`src/rtl/mem_access_stage.sv`:
```
// Memory access stage: lane steering, byte enables and load extension around a
// req/ack data-memory port, stalling upstream until the access completes or times out.
module mem_access_stage #(
   parameter int unsigned TIMEOUT = 64
) (
   input  logic        Clk,
   input  logic        Rst_n,
   input  logic        MemReadM,
   input  logic        MemWriteM,
   input  logic        MemToRegM,
   input  logic        RegWriteM,
   input  logic [1:0]  MemTypeM,
   input  logic [31:0] ALUresultM,
   input  logic [31:0] ReadData2M,
   input  logic [4:0]  WriteRegM,
   input  logic [31:0] PCPlus4M,
   output logic        StallM,
   output logic        DMemReq,
   output logic        DMemWe,
   output logic [31:0] DMemAddr,
   output logic [31:0] DMemWData,
   output logic [3:0]  DMemByteEn,
   input  logic        DMemAck,
   input  logic [31:0] DMemRData,
   output logic        RegWriteW,
   output logic        MemToRegW,
   output logic [31:0] ALUresultW,
   output logic [31:0] ReadDataW,
   output logic [31:0] PCPlus4W,
   output logic [4:0]  WriteRegW,
   output logic        MisalignW,
   output logic        BusErrW
);

   // state | meaning
   // IDLE  | no access outstanding; a legal access requests combinationally
   // WAIT  | request held, waiting for DMemAck or the timeout terminal count
   typedef enum logic {IDLE, WAIT} stateT;

   stateT       state, stateNext;
   logic [7:0]  cnt, cntNext;
   logic        reqInt, stallInt, timeoutHit;
   logic        isAccess, isWord, isHalf, isByte, misalign, legal;
   logic [1:0]  offs;
   logic [31:0] shifted, loadData;

   assign offs     = ALUresultM[1:0];
   assign isAccess = MemReadM | MemWriteM;
   assign isWord   = (MemTypeM == 2'b00);
   assign isHalf   = (MemTypeM == 2'b01);
   assign isByte   = MemTypeM[1];
   assign misalign = isAccess & ((isHalf & offs[0]) | (isWord & (offs != 2'b00)));
   assign legal    = isAccess & ~misalign;

   assign DMemAddr = {ALUresultM[31:2], 2'b00};
   assign DMemWe   = MemWriteM;

   always_comb begin
      DMemByteEn = 4'b1111;
      DMemWData  = ReadData2M;
      if (isHalf) begin
         DMemByteEn = offs[1] ? 4'b1100 : 4'b0011;
         DMemWData  = {2{ReadData2M[15:0]}};
      end else if (isByte) begin
         DMemByteEn = 4'b0001 << offs;
         DMemWData  = {4{ReadData2M[7:0]}};
      end
   end

   assign shifted = DMemRData >> {offs, 3'b000};

   always_comb begin
      loadData = DMemRData;
      case (MemTypeM)
         2'b01:   loadData = {{16{shifted[15]}}, shifted[15:0]};
         2'b10:   loadData = {{24{shifted[7]}}, shifted[7:0]};
         2'b11:   loadData = {24'h0, shifted[7:0]};
         default: loadData = DMemRData;
      endcase
   end

   // Timeout is a down-counter: loaded with TIMEOUT-1 on entering WAIT, expires at zero.
   always_comb begin
      stateNext  = state;
      cntNext    = cnt;
      reqInt     = 1'b0;
      stallInt   = 1'b0;
      timeoutHit = 1'b0;
      case (state)
         IDLE: begin
            if (legal) begin
               reqInt = 1'b1;
               if (!DMemAck) begin
                  stallInt  = 1'b1;
                  stateNext = WAIT;
                  cntNext   = 8'(TIMEOUT - 1);
               end
            end
         end
         WAIT: begin
            if (DMemAck) begin
               reqInt    = 1'b1;
               stateNext = IDLE;
               cntNext   = '0;
            end else if (cnt == 8'd0) begin
               timeoutHit = 1'b1;
               stateNext  = IDLE;
            end else begin
               reqInt   = 1'b1;
               stallInt = 1'b1;
               cntNext  = cnt - 8'd1;
            end
         end
         default: stateNext = IDLE;
      endcase
   end

   // Reset must kill the request and stall even while inputs still present an access.
   assign DMemReq = reqInt & Rst_n;
   assign StallM  = stallInt & Rst_n;

   always_ff @(posedge Clk or negedge Rst_n) begin
      if (!Rst_n) begin
         state <= IDLE;
         cnt   <= '0;
      end else begin
         state <= stateNext;
         cnt   <= cntNext;
      end
   end

   always_ff @(posedge Clk or negedge Rst_n) begin
      if (!Rst_n) begin
         RegWriteW  <= 1'b0;
         MemToRegW  <= 1'b0;
         ALUresultW <= '0;
         ReadDataW  <= '0;
         PCPlus4W   <= '0;
         WriteRegW  <= '0;
         MisalignW  <= 1'b0;
         BusErrW    <= 1'b0;
      end else begin
         ALUresultW <= ALUresultM;
         PCPlus4W   <= PCPlus4M;
         WriteRegW  <= WriteRegM;
         RegWriteW  <= RegWriteM;
         MemToRegW  <= MemToRegM;
         ReadDataW  <= '0;
         MisalignW  <= 1'b0;
         BusErrW    <= 1'b0;
         if (stallInt) begin
            RegWriteW <= 1'b0;
            MemToRegW <= 1'b0;
         end else if (misalign) begin
            MisalignW <= 1'b1;
            RegWriteW <= 1'b0;
            MemToRegW <= 1'b0;
         end else if (timeoutHit) begin
            BusErrW   <= 1'b1;
            RegWriteW <= 1'b0;
            MemToRegW <= 1'b0;
         end else if (isAccess && !MemWriteM) begin
            ReadDataW <= loadData;
         end
      end
   end

endmodule

```
`config.mk`:
```
export PLATFORM = sky130hd
export DESIGN_NAME = mem_access_stage
export DESIGN_NICKNAME = d
export VERILOG_FILES = /design/src/rtl/mem_access_stage.sv
export SDC_FILE = /design/constraint.sdc
export NUM_CORES = 1
export LEC_CHECK = 0
export CAP_MARGIN = 10
export CORE_MARGIN = 5
export CORE_UTILIZATION = 32
export CTS_BUF_LIST = sky130_fd_sc_hd__clkbuf_16
export CTS_CLUSTER_SIZE = 20
export DETAILED_ROUTE_END_ITERATION = 16
export GPL_TIMING_DRIVEN = 0
export PLACE_DENSITY = 0.77
export SYNTH_ARGS = -nofsm -noshare
export SYNTH_HDL_FRONTEND = slang
export SYNTH_SLANG_ARGS = --single-unit
```
`constraint.sdc`:
```
create_clock -name Clk -period 2 [get_ports Clk]
set_input_delay 0.4 -clock Clk [delete_from_list [all_inputs] [get_ports Clk]]
set_output_delay 0.4 -clock Clk [all_outputs]
set_load 0.005 [all_outputs]
```
Word-level counts from Yosys, hierarchy flattened

Index checks and enable logic that the tools add are counted.

Add/sub/neg operators: 1
Equal/unequal tests: 6
Shifts and indexed selects: 2
Multiplexer cells: 37
Bitwise operators: 10
Reduce and logical (&&, ||, !) cells: 6

Operators with widths:

| cell                                                                   | number |
|---|---|
| 32-bit 2-to-1 mux                                                      | 6 |
| 32-bit one-hot mux with 3 select lines                                 | 1 |
| 8-bit 2-to-1 mux                                                       | 4 |
| 32-bit by 5-bit >> shifter with 16-bit output                          | 1 |
| 1-bit 2-to-1 mux                                                       | 20 |
| 8-bit one-hot mux with 2 select lines                                  | 1 |
| 4-bit 2-to-1 mux                                                       | 3 |
| 8-bit zero test                                                        | 1 |
| 8-bit by 1-bit subtractor with 8-bit output (second input constant)    | 1 |
| 1-bit bitwise AND                                                      | 6 |
| 2-bit equality test (second input constant)                            | 2 |
| 2-bit != test (second input constant)                                  | 2 |
| 1-bit one-hot mux with 2 select lines                                  | 2 |
| 1-bit by 2-bit << shifter with 4-bit output (first input constant)     | 1 |
| 3-bit != test (second input constant)                                  | 1 |
| 3-bit AND reduction                                                    | 1 |
| 2-bit by 1-bit equality test with 1-bit output (second input constant) | 1 |
| 2-bit zero test                                                        | 1 |
| 1-bit inverter                                                         | 2 |
| 1-bit OR                                                               | 2 |
| 2-bit nonzero test                                                     | 1 |
| 1-bit logical AND                                                      | 1 |
| 1-bit zero test                                                        | 1 |

Bits in registers: 114
Bits of input ports: 142
Output and inout bits: 176
Logic and storage cells: 72

Depth between registers and ports, before layout

Gate-level depths: netlist of run 1.

Depth in word-level cells: 9
Mapped depth: 7
Depth with buffers taken out: 6

Worst setup path after synthesis of run 1

OpenSTA, ideal clock, no wires.

Path type: register to output
Start point: register cnt[0]
End point: output DMemReq
Data arrival time: 1521 ps
Required time: 1600 ps
Path slack: 79 ps
Cell stages (with the launch flop): 6
Path buffers: 0
Path through: dfrtp_1 -> inv_1 -> ha_1 -> or4bb_1 -> nor3_2 -> nor3_1

Longest elaborated chain between the ends: 5

RTL lines:

| element                               | RTL line | text |
|---|---|---|
| start: declaration                    | 41       | `logic [7:0] cnt, cntNext;` |
| start signal: assignment              | 128      | `cnt <= cntNext;` |
| 8-bit zero test                       | 105      | `end else if (cnt == 8'd0) begin` |
| 1-bit 2-to-1 mux                      | 105      |  |
| 1-bit 2-to-1 mux                      | 101      | `if (DMemAck) begin` |
| 1-bit one-hot mux with 2 select lines | 89       | `case (state)` |
| 1-bit bitwise AND                     | 119      | `assign DMemReq = reqInt & Rst_n;` |
| end: declaration                      | 18       | `output logic DMemReq,` |

Every way passes these cells.

Worst setup path in the final report of run 1

Start point: register cnt[0]
End point: output StallM

Longest elaborated chain between the ends: 5

RTL lines:

| element                               | RTL line | text |
|---|---|---|
| 8-bit zero test                       | 105      |  |
| 1-bit 2-to-1 mux                      | 105      |  |
| 1-bit 2-to-1 mux                      | 101      |  |
| 1-bit one-hot mux with 2 select lines | 89       |  |
| 1-bit bitwise AND                     | 120      | `assign StallM = stallInt & Rst_n;` |
| end: declaration                      | 17       | `output logic StallM,` |

Every way passes these cells.

==> results of run 1 <==
[cell usage after synthesis (2+ instances only)]
library cell    n  share of area
mux2i_1         2         0.0043
dfrtp_1       114           0.61
o21a_1         18          0.029
nor3b_1         2         0.0032
a21oi_1        23          0.024
o311ai_0        2         0.0037
a211oi_1        2         0.0032
and2_1          3         0.0040
or2_2           4         0.0053
a22o_1          7          0.013
a22oi_1         8          0.013
nand2_1        30          0.024
o22a_1          2         0.0037
nor2_1         48          0.038
ha_1            2         0.0053
o31ai_1         3         0.0048
buf_6           2         0.0048
inv_1           9         0.0072
nor3_1          2         0.0021
nand2b_1        2         0.0027
buf_2           6         0.0064
buf_4          41          0.065
mux2_2         16          0.038
nor2b_1         4         0.0053
nand3_1         2         0.0021
o21ai_0         3         0.0032
clkbuf_1       12         0.0096
a222oi_1        7          0.015
or3_1           7         0.0093
[logic make-up (layout without fill, tap and decap cells)]
logic type | after synthesis | in the layout
AOI/OAI and AO/OA | 86 | 86
adders and majority gates | 2 | 2
buffers and inverters | 71 | 446
DFF | 114 | 114
muxes | 19 | 19
other | 1 | 2
and+or+nand+nor | 110 | 110
[flip-flops by register name, indices dropped and copies added (netlist names)]
register    flops
ALUresultW     32
BusErrW         1
MemToRegW       1
MisalignW       1
PCPlus4W       32
ReadDataW      32
RegWriteW       1
WriteRegW       5
cnt             8
state           1
[path summary, 6_finish.rpt]
check,cells past startpoint,to,from,slack (ns)
worst max register to register,7,cnt[1],cnt[0],-0.08
worst min register to register,1,cnt[5],cnt[5],0.53
worst max-delay path,6,StallM,cnt[0],-0.40
max in group asynchronous,2,PCPlus4W[1],Rst_n,1.36
worst min-delay path,1,RegWriteW,Rst_n,-0.03
min in group Clk,1,ALUresultW[0],ALUresultM[0],0.26
[routing by layer]
layer	wire, um	GRT usage	up-vias
met5	0	0	-
met3	1630	0.0742	38
met4	504	0.0958	0
met1	6730	0.224	2170
met2	9540	0.372	291
li1	-	-	2083
[cells in the final DEF (no fill, tap or decap), types with 4 or more instances in the layout]
cell type / netlist / final
clkdlybuf4s50_1: 0 / 279
dfrtp_1: 114 / 114
buf_4: 41 / 65
nor2_1: 48 / 39
nand2_1: 30 / 30
a21oi_1: 23 / 22
clkbuf_16: 0 / 19
o21a_1: 18 / 18
dlygate4sd2_1: 0 / 15
mux2_2: 16 / 11
buf_6: 2 / 9
inv_1: 9 / 8
a22oi_1: 8 / 8
buf_2: 6 / 8
a222oi_1: 7 / 7
or3_1: 7 / 7
a22o_1: 7 / 7
nor2_2: 0 / 6
clkbuf_2: 0 / 6
clkinv_2: 0 / 6
clkbuf_1: 12 / 5
mux2_4: 0 / 5
buf_8: 0 / 4
clkdlybuf4s15_1: 0 / 4
[final cells by class]
cell class	instances	area, um2	area share
multi-input combinational	219	1510	0.167
clock inverter	14	148	0.0163
inverter	9	33.8	0.00372
clock buffer	17	425	0.0468
tap	184	230	0.0254
timing repair buffer	346	3370	0.371
buffer	60	513	0.0565
sequential	114	2850	0.314
[stage by stage]
step	area (um2)	worst slack (ns)	util	TNS, ns
after floorplan	4700	0.0786	-	0
after global placement	8080	-4.03	0.558	-465.89
after detailed placement	8100	-1.36	0.560	-45.63
after CTS	9040	-0.383	0.625	-0.675
after global routing	9080	-0.454	0.627	-1.42
final	9080	-0.399	0.627	-0.940
[what timing repair did]
| action | 4_1_cts | 5_1_grt |
|---|---|---|
| gates resized for setup | 123 | 23 |
| buffers inserted | 26 | 3 |
| setup endpoints to repair | 65 | 29 |
| endpoints found under the hold margin | 60 | 0 |
| pin swaps | 6 | 4 |
| gates cloned | 2 | 0 |
[where the power goes]
| part | leakage (nW) | internal [W] | switching, W |
|---|---|---|---|
| clock | 0.288 | 0.00192 | 0.00103 |
| combinational | 2.32 | 0.000794 | 0.000496 |
| sequential | 1.41 | 0.00242 | 0.0000575 |
[critical path: stages, from the launching register on]
cell and delay, ns:
dfrtp_1 0.39, inv_2 0.07, ha_1 0.13, or4bb_4 0.50, o21ba_4 0.22, nor3b_1 0.13, buf_2 0.13
==> run_results.csv, run 1 <==
group,metric,value,unit
yosys,synth-compound-area-share,0.137,
sta,setup_ws,-0.399,ns
yosys,synthCells,403,
sta,rsz0062_at_grt,"yes",
floorplanning,die-width,131,um
route,avgViaCountPerCell,4.76,
status,status,"finished with violations",
sta,max_freq,0.417,GHz
yosys,synth_top_family_by_area,"compound AO/OA/AOI/OAI gates",
route,drtIter0Drc,361,
status,violations,"negative hold slack, negative setup slack",
floorplanning,ios,318,
yosys,synth-seq-area-share,0.607,
placement,portBuffers,314,
power,p_leak,4.02,nW
sta,period_needed,2.40,ns
clocking,cts_made_buffers,17,
placement,gp_congestion,0.905,
power,p_total,0.00671,W
floorplanning,die_y,131,um
placement,dp_cells,903,
critical_path,cp.required,1.60,ns
hold_path,hp-class,"in -> async",
yosys,yosys.area_share.simple,0.108,
critical_path,startpoint_type,"register",
cells_and_area,diodes,0,
sta,worst_slew_pin_slew,0.599,ns
sta,fin_skew,0.00455,ns
clocking,tritoncts,"built",
yosys,ys_ff_latch,114,
cells_and_area,final_layout_size_suffix_gt1_frac,0.226,
sta,relSlewSlack,0.598,
yosys,synthFlopType,"dfrtp_1",
placement,dp_hpwl,13900,um
route,first_pass_iters,7,
route,drc_errors,0,
cells_and_area,fillCellCount,1126,
critical_path,critPathArrivalTime,2.00,ns
route,wl_per_cell,19.1,um
sta,setup_viol,6,
critical_path,cp-end-kind,"output pin",
floorplanning,dieArea,17200,um2
clocking,insertion_delay,0.42,ns
route,antenna_left,0,
route,dr_total_vias,4582,
floorplanning,rows,44,
global_route,overflow,0,
critical_path,cp_max_fo,3,
clocking,cts.sinks,114,
yosys,synth_xor_area_frac,0,
floorplanning,coreArea,14500,um2
power,p_per_area,739,nW/um2
yosys,synthAdderAreaFrac,0.00532,
global_route,grt_pass1_wl,28300,um
yosys,synth.avg_cell_area,11.7,um2
sta,hold_viol,39,
floorplanning,initial_utilization,0.325,
critical_path,crit_type,"reg -> out",
global_route,grt_pass1_vias,5068,
sta,fin_crit_sh,1.20,
yosys,synthMuxAreaShare,0.0474,
yosys,async_reset_ff_frac,1.00,
yosys,netlist_area,4700,um2
sta,holdWs,-0.0312,ns
power,vdd_drop_max,0.598,mV
global_route,grt_max_degree,64,
yosys,synth.distinct_cells,49,
yosys,yosys_warnings,0,
clocking,root_buffer,"clkbuf_16",
run,cap_violations,0,
cells_and_area,areaGrowthSynthToFinish,93.2,%
cells_and_area,fin_nets,911,
route,drt-total-wl,18400,um
global_route,antenna_found_initial,0,
sta,slew_violations,0,
clocking,cts.clk_slew.worst_paths,0.05,ns
yosys,synth_enable_flop_cells,0,
global_route,grtUsageTotal,0.210,
cells_and_area,final_cells,963,
clocking,htree_levels,4,
clocking,ctsLongestPathBuffers,2,
Power figures use the tool's default switching activity.
==> run 2: changes to the inputs <==
--- a/config.mk
+++ b/config.mk
@@ -5,7 +5,6 @@
 export SDC_FILE = /design/constraint.sdc
 export NUM_CORES = 1
 export LEC_CHECK = 0
-export CAP_MARGIN = 10
 export CORE_MARGIN = 5
 export CORE_UTILIZATION = 32
 export CTS_BUF_LIST = sky130_fd_sc_hd__clkbuf_16
==> results of run 2 <==
No change in the layout: final DEF, timing and power equal those of run 1.
